File: src/rtl/dbus_gpio_pkg.sv
// Shared data-bus payload types, GPIO register map and helpers for the GPIO responder.
//   type_dbus2peri_s : request from the interconnect (addr, w_data, sel_byte, req, w_en)
//   type_peri2dbus_s : response to the interconnect (r_data, ack)
//   type_gpio_fsm_e  : responder FSM states
package dbus_gpio_pkg;

    localparam int unsigned DBUS_ADDR_W = 32;
    localparam int unsigned DBUS_DATA_W = 32;
    localparam int unsigned DBUS_SEL_W  = DBUS_DATA_W / 8;

    typedef struct packed {
        logic [DBUS_ADDR_W-1:0] addr;
        logic [DBUS_DATA_W-1:0] w_data;
        logic [DBUS_SEL_W-1:0]  sel_byte;
        logic                   req;
        logic                   w_en;
    } type_dbus2peri_s;

    typedef struct packed {
        logic [DBUS_DATA_W-1:0] r_data;
        logic                   ack;
    } type_peri2dbus_s;

    typedef enum logic [1:0] {
        GPIO_IDLE = 2'd0,
        GPIO_WAIT = 2'd1,
        GPIO_RESP = 2'd2
    } type_gpio_fsm_e;

    // Byte offsets of the GPIO registers.
    localparam logic [7:0] GPIO_OFS_DATA_OUT   = 8'h00;
    localparam logic [7:0] GPIO_OFS_DATA_IN    = 8'h04;
    localparam logic [7:0] GPIO_OFS_OE         = 8'h08;
    localparam logic [7:0] GPIO_OFS_IRQ_EN     = 8'h0C;
    localparam logic [7:0] GPIO_OFS_IRQ_STATUS = 8'h10;

    // Word indices as seen on addr[4:2].
    localparam logic [2:0] GPIO_IDX_DATA_OUT   = GPIO_OFS_DATA_OUT[4:2];
    localparam logic [2:0] GPIO_IDX_DATA_IN    = GPIO_OFS_DATA_IN[4:2];
    localparam logic [2:0] GPIO_IDX_OE         = GPIO_OFS_OE[4:2];
    localparam logic [2:0] GPIO_IDX_IRQ_EN     = GPIO_OFS_IRQ_EN[4:2];
    localparam logic [2:0] GPIO_IDX_IRQ_STATUS = GPIO_OFS_IRQ_STATUS[4:2];

    // Address window decoded by the interconnect: a 32-byte block.
    localparam logic [DBUS_ADDR_W-1:0] GPIO_ADDR_BASE = 32'h1000_4000;
    localparam logic [DBUS_ADDR_W-1:0] GPIO_ADDR_MASK = 32'hFFFF_FFE0;

    function automatic logic GPIO_ADDR_MATCH(input logic [DBUS_ADDR_W-1:0] addr);
        return (addr & GPIO_ADDR_MASK) == GPIO_ADDR_BASE;
    endfunction

    // Expand byte-lane selects into a bit mask.
    function automatic logic [DBUS_DATA_W-1:0] lane_mask(input logic [DBUS_SEL_W-1:0] sel);
        return {{8{sel[3]}}, {8{sel[2]}}, {8{sel[1]}}, {8{sel[0]}}};
    endfunction

    // Replace the masked bits of a register with write data.
    function automatic logic [DBUS_DATA_W-1:0] merge_bits(input logic [DBUS_DATA_W-1:0] old_val,
                                                          input logic [DBUS_DATA_W-1:0] new_val,
                                                          input logic [DBUS_DATA_W-1:0] mask);
        return (old_val & ~mask) | (new_val & mask);
    endfunction

endpackage

File: src/rtl/gpio_in_sync.sv
// Pin input conditioning: two-flop synchronizer, previous-value flop and rising-edge detect.
//   clk, rst : clock, synchronous active-high reset
//   pin      : asynchronous pin inputs
//   sync     : synchronized pin values
//   rise_c   : combinational rising-edge flags (sync & ~prev)
module gpio_in_sync #(
    parameter int unsigned WIDTH = 32
) (
    input  logic             clk,
    input  logic             rst,
    input  logic [WIDTH-1:0] pin,
    output logic [WIDTH-1:0] sync,
    output logic [WIDTH-1:0] rise_c
);

    logic [WIDTH-1:0] meta;
    logic [WIDTH-1:0] sync_q;
    logic [WIDTH-1:0] prev;

    // Synchronizer chain plus one history stage for edge detection.
    always_ff @(posedge clk) begin
        if (rst) begin
            meta   <= '0;
            sync_q <= '0;
            prev   <= '0;
        end else begin
            meta   <= pin;
            sync_q <= meta;
            prev   <= sync_q;
        end
    end

    assign sync   = sync_q;
    assign rise_c = sync_q & ~prev;

endmodule

File: src/rtl/dbus_gpio.sv
// Memory-mapped GPIO responder on the data bus.
//   clk, rst     : clock, synchronous active-high reset
//   dbus2peri_i  : request from the interconnect
//   gpio_sel_i   : device select from the address decoder
//   gpio2dbus_o  : registered response (r_data, one-cycle ack)
//   gpio_in_i    : asynchronous pin inputs
//   gpio_out_o   : pin output values (DATA_OUT)
//   gpio_oe_o    : pin output enables (OE), 1 = drive
//   gpio_irq_o   : registered level interrupt, |(IRQ_STATUS & IRQ_EN)
module dbus_gpio
    import dbus_gpio_pkg::*;
#(
    parameter int unsigned GPIO_WIDTH  = 32,
    parameter int unsigned WAIT_STATES = 0
) (
    input  logic                  clk,
    input  logic                  rst,
    input  type_dbus2peri_s       dbus2peri_i,
    input  logic                  gpio_sel_i,
    output type_peri2dbus_s       gpio2dbus_o,
    input  logic [GPIO_WIDTH-1:0] gpio_in_i,
    output logic [GPIO_WIDTH-1:0] gpio_out_o,
    output logic [GPIO_WIDTH-1:0] gpio_oe_o,
    output logic                  gpio_irq_o
);

    localparam int unsigned CNT_W = 4;
    // Register bits that exist; everything above GPIO_WIDTH stays 0.
    localparam logic [DBUS_DATA_W-1:0] WIDTH_MASK = DBUS_DATA_W'((64'd1 << GPIO_WIDTH) - 64'd1);

    type_gpio_fsm_e         state;
    type_gpio_fsm_e         state_next;
    logic [CNT_W-1:0]       cnt;
    logic [CNT_W-1:0]       cnt_next;
    logic                   start;

    logic [2:0]             req_idx;
    logic                   req_wen;
    logic [DBUS_DATA_W-1:0] req_wdata;
    logic [DBUS_SEL_W-1:0]  req_sel;

    logic [DBUS_DATA_W-1:0] data_out;
    logic [DBUS_DATA_W-1:0] oe;
    logic [DBUS_DATA_W-1:0] irq_en;
    logic [DBUS_DATA_W-1:0] irq_status;
    logic [DBUS_DATA_W-1:0] irq_status_next;
    logic                   irq;

    logic [GPIO_WIDTH-1:0]  in_sync;
    logic [GPIO_WIDTH-1:0]  in_rise_c;
    logic [DBUS_DATA_W-1:0] data_in;
    logic [DBUS_DATA_W-1:0] rise;

    logic [2:0]             rd_idx;
    logic                   rd_wen;
    logic [DBUS_DATA_W-1:0] rd_value;
    logic [DBUS_DATA_W-1:0] resp_data_next;
    logic [DBUS_DATA_W-1:0] resp_data;
    logic                   ack;

    logic                   commit;
    logic [DBUS_DATA_W-1:0] wr_mask;
    logic [DBUS_DATA_W-1:0] w1c_mask;

    // Only addr[4:2] selects a register; the remaining address bits are don't-care.
    logic unused_addr;
    assign unused_addr = ^{dbus2peri_i.addr[DBUS_ADDR_W-1:5], dbus2peri_i.addr[1:0]};

    gpio_in_sync #(
        .WIDTH (GPIO_WIDTH)
    ) u_in_sync (
        .clk    (clk),
        .rst    (rst),
        .pin    (gpio_in_i),
        .sync   (in_sync),
        .rise_c (in_rise_c)
    );

    assign data_in = DBUS_DATA_W'(in_sync);
    assign rise    = DBUS_DATA_W'(in_rise_c);

    // FSM state register.
    always_ff @(posedge clk) begin
        if (rst) begin
            state <= GPIO_IDLE;
            cnt   <= '0;
        end else begin
            state <= state_next;
            cnt   <= cnt_next;
        end
    end

    // FSM next state: capture in IDLE, count down wait states, ack for one cycle.
    always_comb begin
        state_next = state;
        cnt_next   = cnt;
        start      = 1'b0;
        case (state)
            GPIO_IDLE: begin
                if (gpio_sel_i && dbus2peri_i.req) begin
                    start = 1'b1;
                    if (WAIT_STATES == 0) begin
                        state_next = GPIO_RESP;
                    end else begin
                        state_next = GPIO_WAIT;
                        cnt_next   = CNT_W'(WAIT_STATES - 1);
                    end
                end
            end
            GPIO_WAIT: begin
                if (cnt == '0) begin
                    state_next = GPIO_RESP;
                end else begin
                    cnt_next = cnt - CNT_W'(1);
                end
            end
            GPIO_RESP: begin
                state_next = GPIO_IDLE;
            end
            default: begin
                state_next = GPIO_IDLE;
            end
        endcase
    end

    // Read data is sampled on the edge that enters RESP; with no wait states that is the
    // capture edge itself, so the live bus fields are used while still in IDLE.
    always_comb begin
        rd_idx = (state == GPIO_IDLE) ? dbus2peri_i.addr[4:2] : req_idx;
        rd_wen = (state == GPIO_IDLE) ? dbus2peri_i.w_en : req_wen;
        case (rd_idx)
            GPIO_IDX_DATA_OUT:   rd_value = data_out;
            GPIO_IDX_DATA_IN:    rd_value = data_in;
            GPIO_IDX_OE:         rd_value = oe;
            GPIO_IDX_IRQ_EN:     rd_value = irq_en;
            GPIO_IDX_IRQ_STATUS: rd_value = irq_status;
            default:             rd_value = '0;
        endcase
        resp_data_next = ((state_next == GPIO_RESP) && !rd_wen) ? rd_value : '0;
    end

    // Write commit and W1C; a same-cycle rise wins over the clear.
    always_comb begin
        commit          = (state == GPIO_RESP) && req_wen;
        wr_mask         = lane_mask(req_sel) & WIDTH_MASK;
        w1c_mask        = (commit && (req_idx == GPIO_IDX_IRQ_STATUS)) ? (req_wdata & wr_mask) : '0;
        irq_status_next = ((irq_status & ~w1c_mask) | rise) & WIDTH_MASK;
    end

    // Request capture, response, register file and interrupt.
    always_ff @(posedge clk) begin
        if (rst) begin
            req_idx    <= '0;
            req_wen    <= 1'b0;
            req_wdata  <= '0;
            req_sel    <= '0;
            ack        <= 1'b0;
            resp_data  <= '0;
            data_out   <= '0;
            oe         <= '0;
            irq_en     <= '0;
            irq_status <= '0;
            irq        <= 1'b0;
        end else begin
            if (start) begin
                req_idx   <= dbus2peri_i.addr[4:2];
                req_wen   <= dbus2peri_i.w_en;
                req_wdata <= dbus2peri_i.w_data;
                req_sel   <= dbus2peri_i.sel_byte;
            end
            ack        <= (state_next == GPIO_RESP);
            resp_data  <= resp_data_next;
            irq_status <= irq_status_next;
            irq        <= |(irq_status & irq_en);
            if (commit) begin
                case (req_idx)
                    GPIO_IDX_DATA_OUT: data_out <= merge_bits(data_out, req_wdata, wr_mask);
                    GPIO_IDX_OE:       oe       <= merge_bits(oe, req_wdata, wr_mask);
                    GPIO_IDX_IRQ_EN:   irq_en   <= merge_bits(irq_en, req_wdata, wr_mask);
                    default: ;
                endcase
            end
        end
    end

    assign gpio2dbus_o.r_data = resp_data;
    assign gpio2dbus_o.ack    = ack;
    assign gpio_out_o         = data_out[GPIO_WIDTH-1:0];
    assign gpio_oe_o          = oe[GPIO_WIDTH-1:0];
    assign gpio_irq_o         = irq;

endmodule

File: config.mk
export PLATFORM = sky130hd
export DESIGN_NAME = dbus_gpio
export DESIGN_NICKNAME = d
export VERILOG_FILES = /design/src/rtl/dbus_gpio_pkg.sv /design/src/rtl/gpio_in_sync.sv /design/src/rtl/dbus_gpio.sv
export SDC_FILE = /design/constraint.sdc
export NUM_CORES = 1
export LEC_CHECK = 0
export ABC_AREA = 1
export CAP_MARGIN = 20
export CORE_AREA = 2 2 155 157
export CTS_CLUSTER_DIAMETER = 60
export DETAILED_ROUTE_END_ITERATION = 8
export DIE_AREA = 0 0 157 159
export GPL_ROUTABILITY_DRIVEN = 0
export PLACE_DENSITY = 0.8
export SETUP_SLACK_MARGIN = 0.5
export SYNTH_ARGS = -nofsm -noshare
export SYNTH_HDL_FRONTEND = slang
export SYNTH_HIERARCHICAL = 1
export SYNTH_SLANG_ARGS = --single-unit
File: constraint.sdc
create_clock -name clk -period 2.6 [get_ports clk]
set_input_delay 0.65 -clock clk [delete_from_list [all_inputs] [get_ports clk]]
set_output_delay 0.65 -clock clk [all_outputs]
set_load 0.005 [all_outputs]
==> results_dict.tcl <==
set metrics [dict create \
    outcome "finished, final reports clean" \
    cp_max_fo 3 \
    dp_cells 1998 \
    routed_wl_um 33400 \
    drv_cap 0 \
    startpoint_type "register" \
    portBuffers 173 \
    ys_ff_latch 304 \
    synth_warnings 6 \
    synth_cells 1570 \
    drt-initial-drc-count 913 \
    numCtsBuffers 30 \
    syn_nets 1676 \
    worstMarginPinSlew_ns 0.594 \
    period_needed_ns 2.08 \
    path_cells "clkdlybuf4s50_1" \
    ant_nets 0 \
    die_area_um2 25000 \
    cp_num_buf_inv 1 \
    hold_class "register to register" \
    clockBufferDepth 3 \
    slew_headroom_pct 60.3 \
    cts_tree "yes" \
    via_per_inst 5.41 \
    final_cell_mix "333 x nor2_1, 253 x dfxtp_1, 214 x inv_1" \
    power_density_nw_per_um2 667 \
    grt_pass1_wl_um 52300 \
    p_leak_nw 6.23 \
    async_flop_share_pct 0 \
    grt_pass1_vias 10629 \
    synth_ff_type "dfxtp_1" \
    rsz0062_at_grt "true" \
    core_area_um2 23200 \
    slowest_stage "clkdlybuf4s50_1" \
    path_clk_slew_ns 0.06 \
    irDropWorstVdd_v 0.000475 \
    final_common_cell "nor2_1" \
    cpPeakStageDelay_ns 0.52 \
    drive_above_1_share_pct 10.1 \
    dpl_cell_area_um2 13900 \
    nNetsFinal 1820 \
    die_height_um 159 \
    clock_skew_ns 0.0192 \
    first_pass_iters 8 \
    synth_area_per_cell_um2 7.61 \
    finalSetupViolCount 0 \
    syn_to_final_growth_pct 26.2 \
    clock_latency_ns 0.56 \
    die_x_um 157 \
    grt-ovfl-total 0 \
    drcViolationCount 0 \
    syn_area_um2 12000 \
    cts_max_level 1 \
    track_usage_pct 25.7 \
    num_vias 11116 \
    cp_data_required_time_ns 1.95 \
    dpl.hpwl_um 21700 \
    fill_cells 1910 \
    antenna_cells 0 \
    grt_max_degree 92 \
    finalMaxSlewViolations 0 \
    clockRootBuffer "clkbuf_16" \
    routedWlPerCell_um 16.3 \
    start_util_pct 51.5 \
    row_count 56 \
    synth_edf_count 0 \
    max_freq_ghz 0.481 \
    numClockSinks 304 \
    stdcell_area_um2 15100 \
    cp_data_arrival_time_ns 1.43 \
    period_share_pct 79.9 \
    antenna_found_initial 0 \
    crit_path_end_kind "output port" \
    path_class "register to output port" \
    ys_types 32 \
    power.total_mw 10.1 \
    ys_seq_area_share_pct 50.9 \
    finalHoldViolCount 0 \
    path_delay_family "buffers and inverters" \
    instances_no_fill 2055 \
    setup_tns_ns 0 \
    io_pins 203 \
]
worst paths after layout:
check / startpoint / to / slack, ns / cells after the start
setup / recovery: register / gpio_oe_o[12] / 0.52 / 1
hold / removal: u_in_sync/meta[17] / u_in_sync/sync[17] / 0.40 / 2
setup reg to reg: state[1] / resp_data[25] / 0.64 / 6
hold reg to reg: u_in_sync/meta[17] / u_in_sync/sync[17] / 0.40 / 2
layout make-up:
cell class / count / area (um^2) / area share, %
Clock buffer: 43 / 880 / 5.83
Clock inverter: 11 / 151 / 1.00
Inverter: 222 / 833 / 5.52
Multi-Input combinational cell: 945 / 4550 / 30.2
Sequential cell: 304 / 6160 / 40.8
Tap cell: 319 / 399 / 2.65
Timing Repair Buffer: 211 / 2120 / 14.0
per-layer routing:
layer	global-route usage, %	up-vias	wire length [um]
met4	10.9	0	1130
met2	43.2	555	15800
met3	5.20	90	3070
li1	-	5376	-
met1	32.0	5095	13400
met5	0	-	0
power breakdown:
part | total (mW) | switching [mW] | internal, mW
clock | 4.43 | 1.78 | 2.64
combinational | 0.741 | 0.474 | 0.267
sequential | 4.90 | 0.108 | 4.79
what timing repair did:
item | in CTS | in global routing
hold buffers | 0 | 0
resized for setup | 43 | 38
setup endpoints to repair | 43 | 87
setup buffers | 0 | 3
cells in the mapped netlist (7+ instances only):
cell	count	area share, %
dfxtp_1	304	51
o21ai_0	189	7.9
nor2_1	334	10
inv_1	215	6.8
a21oi_1	103	4.3
nand3_1	68	2.8
nand4_1	120	6.3
buf_2	47	2.0
inv_2	7	0.22
buf_4	12	0.75
clkbuf_1	32	1.0
nor2_4	11	1.0
o21ai_1	9	0.38
nand2_1	93	2.9
through the flow:
step           utilization [%]  hold slack, ns  setup WS, ns
2_1_floorplan                -           0.388          1.09
3_3_place_gp              60.0           0.393        0.0816
3_5_place_dp              60.0           0.397        0.0358
4_1_cts                   64.6           0.407         0.501
5_1_grt                   65.1           0.418         0.437
6_report                  65.1           0.404         0.523
logic make-up (layout without fill, tap and decap cells):
group	Yosys count	after routing	share of synthesized area, %
compound gates	306	306	13.0
xor+xnor	1	1	0.0733
fa+ha+maj	1	1	0.105
buf+inv	321	487	11.4
flops	304	304	50.9
mux	1	1	0.0838
simple gates	636	636	24.4
Note: power is estimated with default switching activity, not from simulation.
